`src/rtl/isu_sc_arbiter.sv`:
```
// rtl/isu_sc_arbiter.sv - round-robin ISU request arbiter with write-back beat split
//
// Shares the single sram_controller ISU request port among NCH requester
// channels. A one-entry output slot holds the granted request; whole-line
// WRITE_BACK requests are issued as two beats (offset 0, then offset 1) and
// the requester is acknowledged only when the final beat loads.
//
// Ports:
//   clk_i, rst_i              clock, synchronous active-high reset
//   req_valid_i/req_ready_o   per-channel request handshake (ready one-hot or zero)
//   req_opcode_i              per-channel opcode (3 bits each)
//   req_set_way_offset_i      per-channel {set_way[5:0], offset} (7 bits each)
//   req_all_offset_i          per-channel write-back-both-offsets flag
//   req_wbuffer_id_i          per-channel write-buffer id (8 bits each)
//   req_rob_num_i             per-channel xbar ROB number (3 bits each)
//   isu_sc_valid_o/ready_i    slot handshake toward sram_controller
//   isu_sc_channel_id_o       granted channel of the slot
//   isu_sc_opcode_o, isu_sc_set_way_offset_o, isu_sc_wbuffer_id_o,
//   isu_sc_xbar_rob_num_o     slot payload
//   isu_sc_last_o             slot holds the final beat of its request
module isu_sc_arbiter #(
  parameter int NCH  = 4,
  parameter int CH_W = 2
) (
  input  logic              clk_i,
  input  logic              rst_i,
  input  logic [NCH-1:0]    req_valid_i,
  output logic [NCH-1:0]    req_ready_o,
  input  logic [3*NCH-1:0]  req_opcode_i,
  input  logic [7*NCH-1:0]  req_set_way_offset_i,
  input  logic [NCH-1:0]    req_all_offset_i,
  input  logic [8*NCH-1:0]  req_wbuffer_id_i,
  input  logic [3*NCH-1:0]  req_rob_num_i,
  output logic              isu_sc_valid_o,
  input  logic              isu_sc_ready_i,
  output logic [CH_W-1:0]   isu_sc_channel_id_o,
  output logic [2:0]        isu_sc_opcode_o,
  output logic [6:0]        isu_sc_set_way_offset_o,
  output logic [7:0]        isu_sc_wbuffer_id_o,
  output logic [2:0]        isu_sc_xbar_rob_num_o,
  output logic              isu_sc_last_o
);

  localparam logic [2:0] OP_WRITE_BACK = 3'd3;

  typedef enum logic {
    ST_IDLE  = 1'b0,
    ST_SPLIT = 1'b1
  } state_t;

  state_t          state, state_n;
  logic [CH_W-1:0] rr_ptr, rr_ptr_n;
  logic [CH_W-1:0] g_lat, g_lat_n;

  logic            slot_v;
  logic [CH_W-1:0] slot_ch;
  logic [2:0]      slot_opcode;
  logic [6:0]      slot_swo;
  logic [7:0]      slot_wbuf;
  logic [2:0]      slot_rob;
  logic            slot_last;

  logic            load_en;
  logic            found;
  logic [CH_W-1:0] g;
  logic [CH_W-1:0] idx;
  logic [CH_W-1:0] sel;
  logic [2:0]      sel_opcode;
  logic [6:0]      sel_swo;
  logic [7:0]      sel_wbuf;
  logic [2:0]      sel_rob;
  logic            sel_all;
  logic            load;
  logic            ld_last;
  logic [6:0]      ld_swo;
  logic [NCH-1:0]  ready_c;

  // Round-robin search: first valid channel at or after rr_ptr, wrapping.
  always_comb begin
    found = 1'b0;
    g     = '0;
    idx   = '0;
    for (int k = 0; k < NCH; k++) begin
      idx = rr_ptr + CH_W'(k);
      if (!found && req_valid_i[idx]) begin
        found = 1'b1;
        g     = idx;
      end
    end
  end

  // While splitting, the payload keeps coming from the latched channel,
  // which must hold its request stable until acknowledged.
  always_comb begin
    sel        = (state == ST_SPLIT) ? g_lat : g;
    sel_opcode = req_opcode_i[3*sel +: 3];
    sel_swo    = req_set_way_offset_i[7*sel +: 7];
    sel_wbuf   = req_wbuffer_id_i[8*sel +: 8];
    sel_rob    = req_rob_num_i[3*sel +: 3];
    sel_all    = req_all_offset_i[sel];
  end

  always_comb begin
    load_en  = !slot_v || isu_sc_ready_i;
    state_n  = state;
    rr_ptr_n = rr_ptr;
    g_lat_n  = g_lat;
    ready_c  = '0;
    load     = 1'b0;
    ld_last  = 1'b0;
    ld_swo   = sel_swo;

    case (state)
      ST_IDLE: begin
        if (load_en && found) begin
          load = 1'b1;
          if (sel_opcode == OP_WRITE_BACK && sel_all) begin
            // Beat 0 goes out first; the requester is not acknowledged yet.
            ld_swo  = {sel_swo[6:1], 1'b0};
            ld_last = 1'b0;
            state_n = ST_SPLIT;
            g_lat_n = g;
          end else begin
            ld_last  = 1'b1;
            ready_c  = NCH'(1) << g;
            rr_ptr_n = g + CH_W'(1);
          end
        end
      end
      ST_SPLIT: begin
        if (load_en) begin
          load     = 1'b1;
          ld_swo   = {sel_swo[6:1], 1'b1};
          ld_last  = 1'b1;
          ready_c  = NCH'(1) << g_lat;
          rr_ptr_n = g_lat + CH_W'(1);
          state_n  = ST_IDLE;
        end
      end
      default: begin
        state_n = ST_IDLE;
      end
    endcase

    if (rst_i) begin
      ready_c = '0;
    end
  end

  always_ff @(posedge clk_i) begin
    if (rst_i) begin
      state       <= ST_IDLE;
      rr_ptr      <= '0;
      g_lat       <= '0;
      slot_v      <= 1'b0;
      slot_ch     <= '0;
      slot_opcode <= '0;
      slot_swo    <= '0;
      slot_wbuf   <= '0;
      slot_rob    <= '0;
      slot_last   <= 1'b0;
    end else begin
      state  <= state_n;
      rr_ptr <= rr_ptr_n;
      g_lat  <= g_lat_n;
      if (load) begin
        slot_v      <= 1'b1;
        slot_ch     <= sel;
        slot_opcode <= sel_opcode;
        slot_swo    <= ld_swo;
        slot_wbuf   <= sel_wbuf;
        slot_rob    <= sel_rob;
        slot_last   <= ld_last;
      end else if (load_en) begin
        slot_v <= 1'b0;
      end
    end
  end

  assign req_ready_o             = ready_c;
  assign isu_sc_valid_o          = slot_v;
  assign isu_sc_channel_id_o     = slot_ch;
  assign isu_sc_opcode_o         = slot_opcode;
  assign isu_sc_set_way_offset_o = slot_swo;
  assign isu_sc_wbuffer_id_o     = slot_wbuf;
  assign isu_sc_xbar_rob_num_o   = slot_rob;
  assign isu_sc_last_o           = slot_last;

endmodule

```
`config.mk`:
```
export PLATFORM = sky130hd
export DESIGN_NAME = isu_sc_arbiter
export DESIGN_NICKNAME = d
export VERILOG_FILES = /design/src/rtl/isu_sc_arbiter.sv
export SDC_FILE = /design/constraint.sdc
export NUM_CORES = 1
export LEC_CHECK = 0
export ABC_AREA = 1
export CAP_MARGIN = 20
export CORE_MARGIN = 4
export CORE_UTILIZATION = 41
export CTS_BUF_LIST = sky130_fd_sc_hd__clkbuf_4 sky130_fd_sc_hd__clkbuf_8
export CTS_CLUSTER_SIZE = 14
export DETAILED_ROUTE_END_ITERATION = 10
export GPL_ROUTABILITY_DRIVEN = 0
export PLACE_DENSITY = 0.92
export SLEW_MARGIN = 20
export SYNTH_ARGS = -nofsm -noshare
export SYNTH_HDL_FRONTEND = slang
export SYNTH_SLANG_ARGS = --single-unit
export TNS_END_PERCENT = 20
```
`constraint.sdc`:
```
create_clock -name clk_i -period 2.7 [get_ports clk_i]
set_clock_uncertainty 0.2 [all_clocks]
set_input_delay 0.54 -clock clk_i [delete_from_list [all_inputs] [get_ports clk_i]]
set_output_delay 0.54 -clock clk_i [all_outputs]
set_load 0.01 [all_outputs]
```
==> results.cfg <==
[status]
outcome = finished, violations left
violations = setup timing

[power]
internal_power_mw = 3.34
switchingPower_mw = 3.42
pwr-share-comb = 0.832
powerDensity_nw_per_um2 = 1580
leakage_nw = 2.02
vdd_ir_drop_max_mv = 0.948
pwr-share-seq = 0.112
pwr-share-clk = 0.056
p_sw_frac = 0.506

[drt]
firstDrtPassIters = 5
vias = 3295
drt-wirelength-per-cell_um = 14.6
drt-total-wl_um = 9010
ant_nets = 0
via_per_inst = 5.36
drc_errors = 0
drt-initial-drc-count = 188

[logic_synthesis]
synth_area_per_cell_sq_um = 6.14
post_synth_inst_count = 383
synth_area_leader_cell = dfxtp_1
synth_seq_area_share = 0.255
synth.cell_area_sq_um = 2350
synth.area.top_cells = dfxtp_1 26%, o21ai_0 13%, nand2_1 9.1%
ys_ff_latch = 30
synthesis.nets = 478
synth.top_cell.area_share = 0.255
async_flop_share = 0
yosysUniqueCellTypes = 26
synth_warnings = 0
synth_ff_type = dfxtp_1
synth_edf_count = 0

[final_layout]
n_antenna_cell = 0
multiInputGateArea_sq_um = 1660
drive_above_1_share = 0.267
most-common-layout-cells = 115 x clkdlybuf4s50_1, 58 x o21ai_0, 47 x inv_1, 45 x nor2_1, 43 x buf_4
fin_util = 0.772
area_delta_synth_final_pct = 81.7
seq_area_sq_um = 603
fin_area_sq_um = 4280
fill_cells = 379
final_common_cell = clkdlybuf4s50_1
nets = 637
stdcell_count = 615

[cts]
cts_buffer_depth = 2
tritoncts.num_buffers = 5
cts_root_buf = clkbuf_8
clkTransAtPathRegs_ns = 0.06
cts_htree_levels = 2
insertion_delay_ns = 0.27
clock-sinks = 30
cts_hold_buf = 0
cts_tree = done

[min_path]
min_path_type = reg2reg

[sta]
fin_crit_sh = 1.20
hold_viol = 0
rsz0062_at_grt = yes
fin_ws_ns = -0.545
max-slew-margin-rel = 0.716
setup_violations = 12
tightest_slew_ns = 0.426
period_needed_ns = 3.24
timing.hold.ws_ns = 0.302
fmax_ghz = 0.308
finalMaxSlewViolations = 0

[job]
maxCapViolations = 0

[placement]
postPlaceCellArea_sq_um = 3900
io_buffers = 123
dp.final_hpwl_um = 6210
pre_cts_slack_ns = -1.19
dp.cells = 592

[grt]
grt_max_degree = 40
grt_pass1_wl_um = 13900
grt_overflow = 0
grt_pass1_vias = 3182
antenna_found_initial = 0
grtUsageTotal = 0.236

[die]
core_area_sq_um = 5540
die_y_um = 83.8
start_util = 0.425
io_pins = 124
dieArea_sq_um = 7020
num_rows = 27
die_w_um = 83.8

[worst_setup_path]
worstPathCellList = buf_6 > nand2_1 > nand2_4 > nand2_4 > nand2_2 > nor2_4 > nand3_2 > nand3_4 > nand3_2 > nand2_4 > nand3_2 > nand2_2 > nor2_4 > nand2_4 > nand4_1 > a21oi_2 > buf_2
cp.arrival_ns = 2.50
crit_top_cell = nand2_4
critPathMaxFanout = 8
startpoint_type = register
crit_family = simple AND/OR/NAND/NOR gates
path_buf_inv = 2
worst_path_largest_cell_delay_ns = 0.34
cp-end-kind = output port
worstSetupPathType = reg2out
cp_data_required_time_ns = 1.96
cpMaxStageDelayCell = dfxtp_2
synthesized netlist by cell type (3+ instances only):
library cell  number
a21oi_1            8
buf_2              5
clkbuf_1          12
dfxtp_1           30
inv_1             53
inv_2              5
nand2_1           57
nand2_2           12
nand2_4            3
nand3_1           36
nand4_1            3
nor2_1            46
o211ai_1           3
o21ai_0           59
o21bai_1          19
o22ai_1           18
stage by stage:
step / power, mW / setup TNS (ns)
after detailed placement: 5.44 / -14.23
after global routing: 7.28 / -5.61
after global placement: 5.27 / -11.70
after CTS: 6.35 / -1.86
final: 6.75 / -2.78
after floorplan: 3.81 / 0
sequential cells by signal, summed over array words and instances, names as in the netlist:
register	flops
isu_sc_wbuffer_id_o	8
isu_sc_set_way_offset_o	7
g_lat	2
state	1
isu_sc_opcode_o	3
isu_sc_xbar_rob_num_o	3
isu_sc_valid_o	1
rr_ptr	2
isu_sc_last_o	1
isu_sc_channel_id_o	2
cell type report:
| cell class | count | share of cell area |
|---|---|---|
| timing repair buffer | 171 | 0.371 |
| timing repair inverter | 1 | 0.00146 |
| sequential | 30 | 0.141 |
| clock inverter | 1 | 0.00117 |
| multi-input combinational | 274 | 0.387 |
| tap | 72 | 0.0211 |
| inverter | 59 | 0.0559 |
| clock buffer | 7 | 0.0211 |
path summary, 6_finish.rpt:
check	from	to	slack [ns]	depth (start not counted)
worst min-delay path	isu_sc_last_o	isu_sc_last_o	0.30	2
worst min register to register	isu_sc_last_o	isu_sc_last_o	0.30	2
worst max-delay path	rr_ptr[0]	req_ready_o[0]	-0.54	17
worst max register to register	rr_ptr[0]	isu_sc_opcode_o[0]	-0.46	24
cell families (layout without fill, tap and decap cells):
logic type             Yosys count  count (layout)  synth area share
buffers and inverters           79             239             0.139
flip-flops                      30              30             0.255
AO/OA/AOI/OAI                  108             108             0.263
XOR/XNOR                         1               1           0.00372
AND/OR/NAND/NOR                165             165             0.340
worst min-delay path, delay by kind of cell, from the launching register on:
family	cells	cell delay, ns
buffers and inverters	1	0.05
DFF	1	0.33
AOI/OAI and AO/OA	1	0.09
power by group through the flow:
stage               clock (mW)  combinational [mW]  sequential (mW)
floorplan                    0                2.99            0.820
global placement             0                4.52            0.744
detailed placement           0                4.69            0.751
CTS                      0.384                5.21            0.753
global route             0.405                6.09            0.781
finish                   0.376                5.62            0.756
timing repair:
action	in CTS	in global routing
gates resized for setup	57	22
cloned	1	0
pin swaps	26	18
endpoints found under the setup margin	20	12
setup buffers	10	4
per-layer routing:
layer  vias up  GRT usage  wire [um]
met1      1508      0.260       3400
li1       1573          -          -
met2       190      0.420       4550
met5         -          0          0
met3        24     0.0671        857
met4         0      0.101        205
No activity file was read; power rests on OpenSTA's default activity.
